File: src/rtl/stack_access_ctrl.sv
// Stack controller: push/pop through a single req/ack memory port, SP grows downward by words.
// Optional build macro STACK_SP_LOAD_EN adds a direct SP load port (sp_load / sp_load_val).
module stack_access_ctrl #(
    parameter int                 DATA_W   = 32,
    parameter logic [DATA_W-1:0]  SP_RESET = DATA_W'(32'h0000_03C0),
    parameter logic [DATA_W-1:0]  SP_LIMIT = DATA_W'(32'h0000_0300)
) (
    input  logic              clk,
    input  logic              reset,
    input  logic              push_req,
    input  logic              pop_req,
    input  logic [DATA_W-1:0] push_data,
`ifdef STACK_SP_LOAD_EN
    input  logic              sp_load,
    input  logic [DATA_W-1:0] sp_load_val,
`endif
    output logic              ready,
    output logic              pop_valid,
    output logic [DATA_W-1:0] pop_data,
    output logic [DATA_W-1:0] sp_out,
    output logic              full,
    output logic              empty,
    output logic              overflow_err,
    output logic              underflow_err,
    output logic [DATA_W-1:0] mem_addr,
    output logic              mem_we,
    output logic              mem_re,
    output logic [DATA_W-1:0] mem_wdata,
    input  logic [DATA_W-1:0] mem_rdata,
    input  logic              mem_ack
);

    typedef enum logic [1:0] {IDLE, PUSH_WR, POP_RD, DONE} state_t;

    typedef struct packed {
        logic              we;
        logic              re;
        logic [DATA_W-1:0] addr;
        logic [DATA_W-1:0] wdata;
    } mem_req_t;

    // Word-align the reset value so sp_out[1:0] stays zero for any parameterisation.
    localparam logic [DATA_W-1:0] SP_INIT = {SP_RESET[DATA_W-1:2], 2'b00};
    localparam logic [DATA_W-1:0] WORD    = DATA_W'(4);

    state_t            state;
    mem_req_t          mreq;
    logic [DATA_W-1:0] sp;
    logic [DATA_W-1:0] sp_dec;
    logic              load_req;
    logic [DATA_W-1:0] load_val;

`ifdef STACK_SP_LOAD_EN
    assign load_req = sp_load;
    assign load_val = {sp_load_val[DATA_W-1:2], 2'b00};
`else
    assign load_req = 1'b0;
    assign load_val = '0;
`endif

    assign sp_dec    = sp - WORD;
    assign sp_out    = sp;
    assign full      = (sp == SP_LIMIT);
    assign empty     = (sp == SP_RESET);
    assign mem_we    = mreq.we;
    assign mem_re    = mreq.re;
    assign mem_addr  = mreq.addr;
    assign mem_wdata = mreq.wdata;

    always_ff @(posedge clk or negedge reset) begin
        if (!reset) begin
            state         <= IDLE;
            ready         <= 1'b1;
            sp            <= SP_INIT;
            mreq          <= '0;
            pop_data      <= '0;
            pop_valid     <= 1'b0;
            overflow_err  <= 1'b0;
            underflow_err <= 1'b0;
        end else begin
            pop_valid     <= 1'b0;
            overflow_err  <= 1'b0;
            underflow_err <= 1'b0;
            case (state)
                IDLE: begin
                    // Load beats push beats pop; rejected requests are consumed in place.
                    if (load_req) begin
                        sp <= load_val;
                    end else if (push_req) begin
                        if (full) begin
                            overflow_err <= 1'b1;
                        end else begin
                            sp         <= sp_dec;
                            mreq.addr  <= sp_dec;
                            mreq.wdata <= push_data;
                            mreq.we    <= 1'b1;
                            ready      <= 1'b0;
                            state      <= PUSH_WR;
                        end
                    end else if (pop_req) begin
                        if (empty) begin
                            underflow_err <= 1'b1;
                        end else begin
                            mreq.addr <= sp;
                            mreq.re   <= 1'b1;
                            ready     <= 1'b0;
                            state     <= POP_RD;
                        end
                    end
                end
                PUSH_WR: begin
                    if (mem_ack) begin
                        mreq.we <= 1'b0;
                        state   <= DONE;
                    end
                end
                POP_RD: begin
                    if (mem_ack) begin
                        mreq.re   <= 1'b0;
                        pop_data  <= mem_rdata;
                        sp        <= sp + WORD;
                        pop_valid <= 1'b1;
                        state     <= DONE;
                    end
                end
                DONE: begin
                    ready <= 1'b1;
                    state <= IDLE;
                end
                default: begin
                    mreq  <= '0;
                    ready <= 1'b1;
                    state <= IDLE;
                end
            endcase
        end
    end

endmodule

File: config.mk
export PLATFORM = sky130hd
export DESIGN_NAME = stack_access_ctrl
export DESIGN_NICKNAME = d
export VERILOG_FILES = /design/src/rtl/stack_access_ctrl.sv
export SDC_FILE = /design/constraint.sdc
export NUM_CORES = 1
export LEC_CHECK = 0
export BUFFER_PORTS_ARGS = -buffer_cell sky130_fd_sc_hd__buf_2
export CAP_MARGIN = 30
export CORE_ASPECT_RATIO = 1.4
export CORE_MARGIN = 1.5
export CORE_UTILIZATION = 55
export DETAILED_ROUTE_END_ITERATION = 12
export GPL_ROUTABILITY_DRIVEN = 0
export PLACE_DENSITY = 0.85
export SLEW_MARGIN = 20
export SYNTH_ARGS = -nofsm -noshare
export SYNTH_HDL_FRONTEND = slang
export SYNTH_SLANG_ARGS = --single-unit
File: constraint.sdc
create_clock -name clk -period 7 [get_ports clk]
set_clock_uncertainty 0.1 [all_clocks]
set_input_delay 0.7 -clock clk [delete_from_list [all_inputs] [get_ports clk]]
set_output_delay 0.7 -clock clk [all_outputs]
set_load 0.02 [all_outputs]
==> reports/qor.yml <==
outcome: "completed"
clock_latency_ns: 0.41
tns_ns: 0
timing.rr.start: "sp_out[26]"
layout_min_cycle_time_ns: 4.07
cp.arrival_ns: 4.26
nNetsFinal: 846
die_y_um: 132
clkTransAtPathRegs_ns: 0.06
layout_setup_ws_ns: 2.93
syn_to_final_growth_pct: 25.4
cts_tree: "done"
clockBufferDepth: 2
cts_buffers: 17
ioPinCount: 205
port_buffers: 200
dr_total_vias: 5518
p_clk_share_pct: 24.0
ys_ff_latch: 132
fill_cells: 821
cp.required_ns: 7.19
hold_buffers: 0
rsz0062_at_grt: "no"
place_area_um2: 7500
clock-sinks: 132
syn_inst: 589
core_area_um2: 11500
slew_headroom_pct: 39.5
dp_hpwl_um: 12500
ys_types: 54
htree_levels: 4
maxSlewViolCount: 0
grt_usage_pct: 28.8
power_density_nw_per_um2: 481
setup_viol: 0
p_switching_uw: 1600
power.leakage_uw: 0.00388
cts_resized: 0
postLayoutCellArea_um2: 8160
yosys_warnings: 0
ir_drop_mv: 0.351
comb_power_share_pct: 41.1
cts_root_buf: "clkbuf_16"
fin_hold_ws_ns: 0.234
drc: 0
dieArea_um2: 12500
drt_iter0_markers: 539
layout-drive-gt1-share_pct: 43.5
crit_fanout: 30
crit_path_end_kind: "flop"
wl_um: 17600
synth_area_per_cell_um2: 11.0
grt_max_degree: 75
first_pass_iters: 5
crit_type: "flop to flop"
r2r_slack_ns: 2.93
wl_per_cell_um: 19.0
regToRegEndpoint: "mem_addr[2]"
max_freq_mhz: 246
grt_pass1_vias: 5581
dp_slack_ns: 3.03
syn_area_um2: 6500
grt_overflow: 0
rr_worst_depth: 7
hold_class: "primary input to asynchronous set/reset pin"
num_rows: 46
seq_power_share_pct: 34.9
avgViaCountPerCell: 5.95
antenna_found_initial: 0
p_int_uw: 2330
drv_cap: 0
grt_pass1_wl_um: 27700
antenna_cells: 0
swShare_pct: 40.7
fp.dieW_um: 94.9
finalHoldViolations: 0
start_util_pct: 56.8
power_uw: 3920
yosysSeqAreaShare_pct: 50.9
start_kind: "flop"
antenna_left: 0
post_cts_buffers: 0
period_share_pct: 58.2
worst_pin_slew_ns: 0.908
cell usage in the layout (no fill, tap or decap), types with 10 or more instances in the layout:
| master | count |
|---|---|
| dfrtp_1 | 127 |
| or4_1 | 10 |
| mux2_2 | 90 |
| xor2_1 | 18 |
| o21ai_0 | 20 |
| nand3_1 | 21 |
| buf_2 | 199 |
| xnor2_1 | 18 |
| a21oi_1 | 17 |
| nor4_1 | 18 |
| inv_1 | 16 |
| nor2_1 | 37 |
| nand2_1 | 35 |
| clkbuf_16 | 17 |
| nor3_1 | 17 |
power by group through the flow:
stage	combinational (uW)	sequential [uW]	clock (uW)
3_5_place_dp	1610	1370	0
6_report	1610	1370	940
3_3_place_gp	1550	1350	0
2_1_floorplan	765	1660	0
5_1_grt	1710	1410	987
4_1_cts	1610	1360	950
area by class of cell:
type	instances	area (um2)	share of cell area, %
clock buffers	18	429	5.26
clock inverters	14	200	2.45
inverters	17	68.8	0.844
multi-input cells	397	2900	35.6
flip-flops and latches	132	3310	40.6
well taps	144	180	2.21
repair buffers	206	1070	13.1
per-layer routing:
layer | GRT usage (%) | up-vias | wire (um)
met5 | 0 | - | 0
met4 | 13.5 | 0 | 743
met3 | 8.80 | 75 | 1710
met2 | 48.1 | 395 | 8930
met1 | 33.1 | 2581 | 6250
li1 | - | 2467 | -
worst max-delay path by stage:
| stage | startpoint | endpoint | slack, ns | cells after the start |
|---|---|---|---|---|
| after floorplan | sp_out[24] | mem_addr[26] | 3.40 | 10 |
| after global placement | sp_out[24] | mem_addr[8] | 3.14 | 7 |
| after detailed placement | sp_out[24] | mem_addr[2] | 3.03 | 7 |
| after CTS | sp_out[24] | full | 3.00 | 5 |
| after global routing | sp_out[2] | mem_addr[13] | 2.75 | 9 |
| final | sp_out[26] | mem_addr[2] | 2.93 | 7 |
kinds of logic after synthesis:
group	Yosys count	share of synthesized area (%)
muxes	97	16.7
and+or+nand+nor	180	14.3
AOI/OAI and AO/OA	74	7.27
buffers and inverters	63	4.79
adders and majority gates	6	1.15
DFF	132	50.9
other	1	0.0576
xor gates and xnor gates	36	4.85
sequential cells by signal (all words and copies together), names as in the netlist:
register / cells
mem_addr: 30
mem_re: 1
mem_wdata: 32
mem_we: 1
overflow_err: 1
pop_data: 32
pop_valid: 1
ready: 1
sp_out: 30
state: 2
underflow_err: 1
cell usage after synthesis (all sizes together):
cell / count / share of area, %
a211oi: 1 / 0.12
a21o: 4 / 0.46
a21oi: 17 / 1.3
a22o: 3 / 0.40
a22oi: 2 / 0.23
a2bb2oi: 1 / 0.13
a31oi: 9 / 0.87
a32oi: 1 / 0.13
a41oi: 2 / 0.27
and2: 4 / 0.38
and3: 5 / 0.48
and4: 4 / 0.54
and4b: 1 / 0.15
buf: 16 / 2.0
clkbuf: 30 / 1.7
clkinv: 1 / 0.13
conb: 1 / 0.058
dfrtp: 127 / 49
dfstp: 5 / 2.0
ha: 6 / 1.2
inv: 16 / 0.92
mux2: 91 / 16
mux2i: 6 / 0.92
nand2: 36 / 2.1
nand3: 21 / 1.6
nand4: 9 / 0.87
nor2: 39 / 2.3
nor2b: 1 / 0.096
nor3: 17 / 1.3
nor3b: 1 / 0.12
nor4: 19 / 1.9
o21ai: 20 / 1.5
o221ai: 1 / 0.13
o22ai: 3 / 0.38
o2bb2ai: 4 / 0.54
o311ai: 1 / 0.13
o31ai: 3 / 0.35
o32ai: 2 / 0.27
or2: 3 / 0.29
or3: 9 / 0.87
or4: 11 / 1.3
xnor2: 18 / 2.4
xor2: 18 / 2.4
worst max-delay path, stage by stage (launching register included):
cell      delay [ns]
dfrtp_1         0.46
or4_1           0.69
or4_1           0.68
or4_4           0.64
clkinv_4        0.18
o22ai_2         0.12
nand2_2         0.63
mux2_2          0.42
per-stage QoR:
stage / std cells / utilization, %
after floorplan: 592 / -
after global placement: 894 / 65.4
after detailed placement: 895 / 65.5
after CTS: 927 / 71.0
after global routing: 928 / 71.2
final: 928 / 71.2
(Power assumes the default switching activity.)
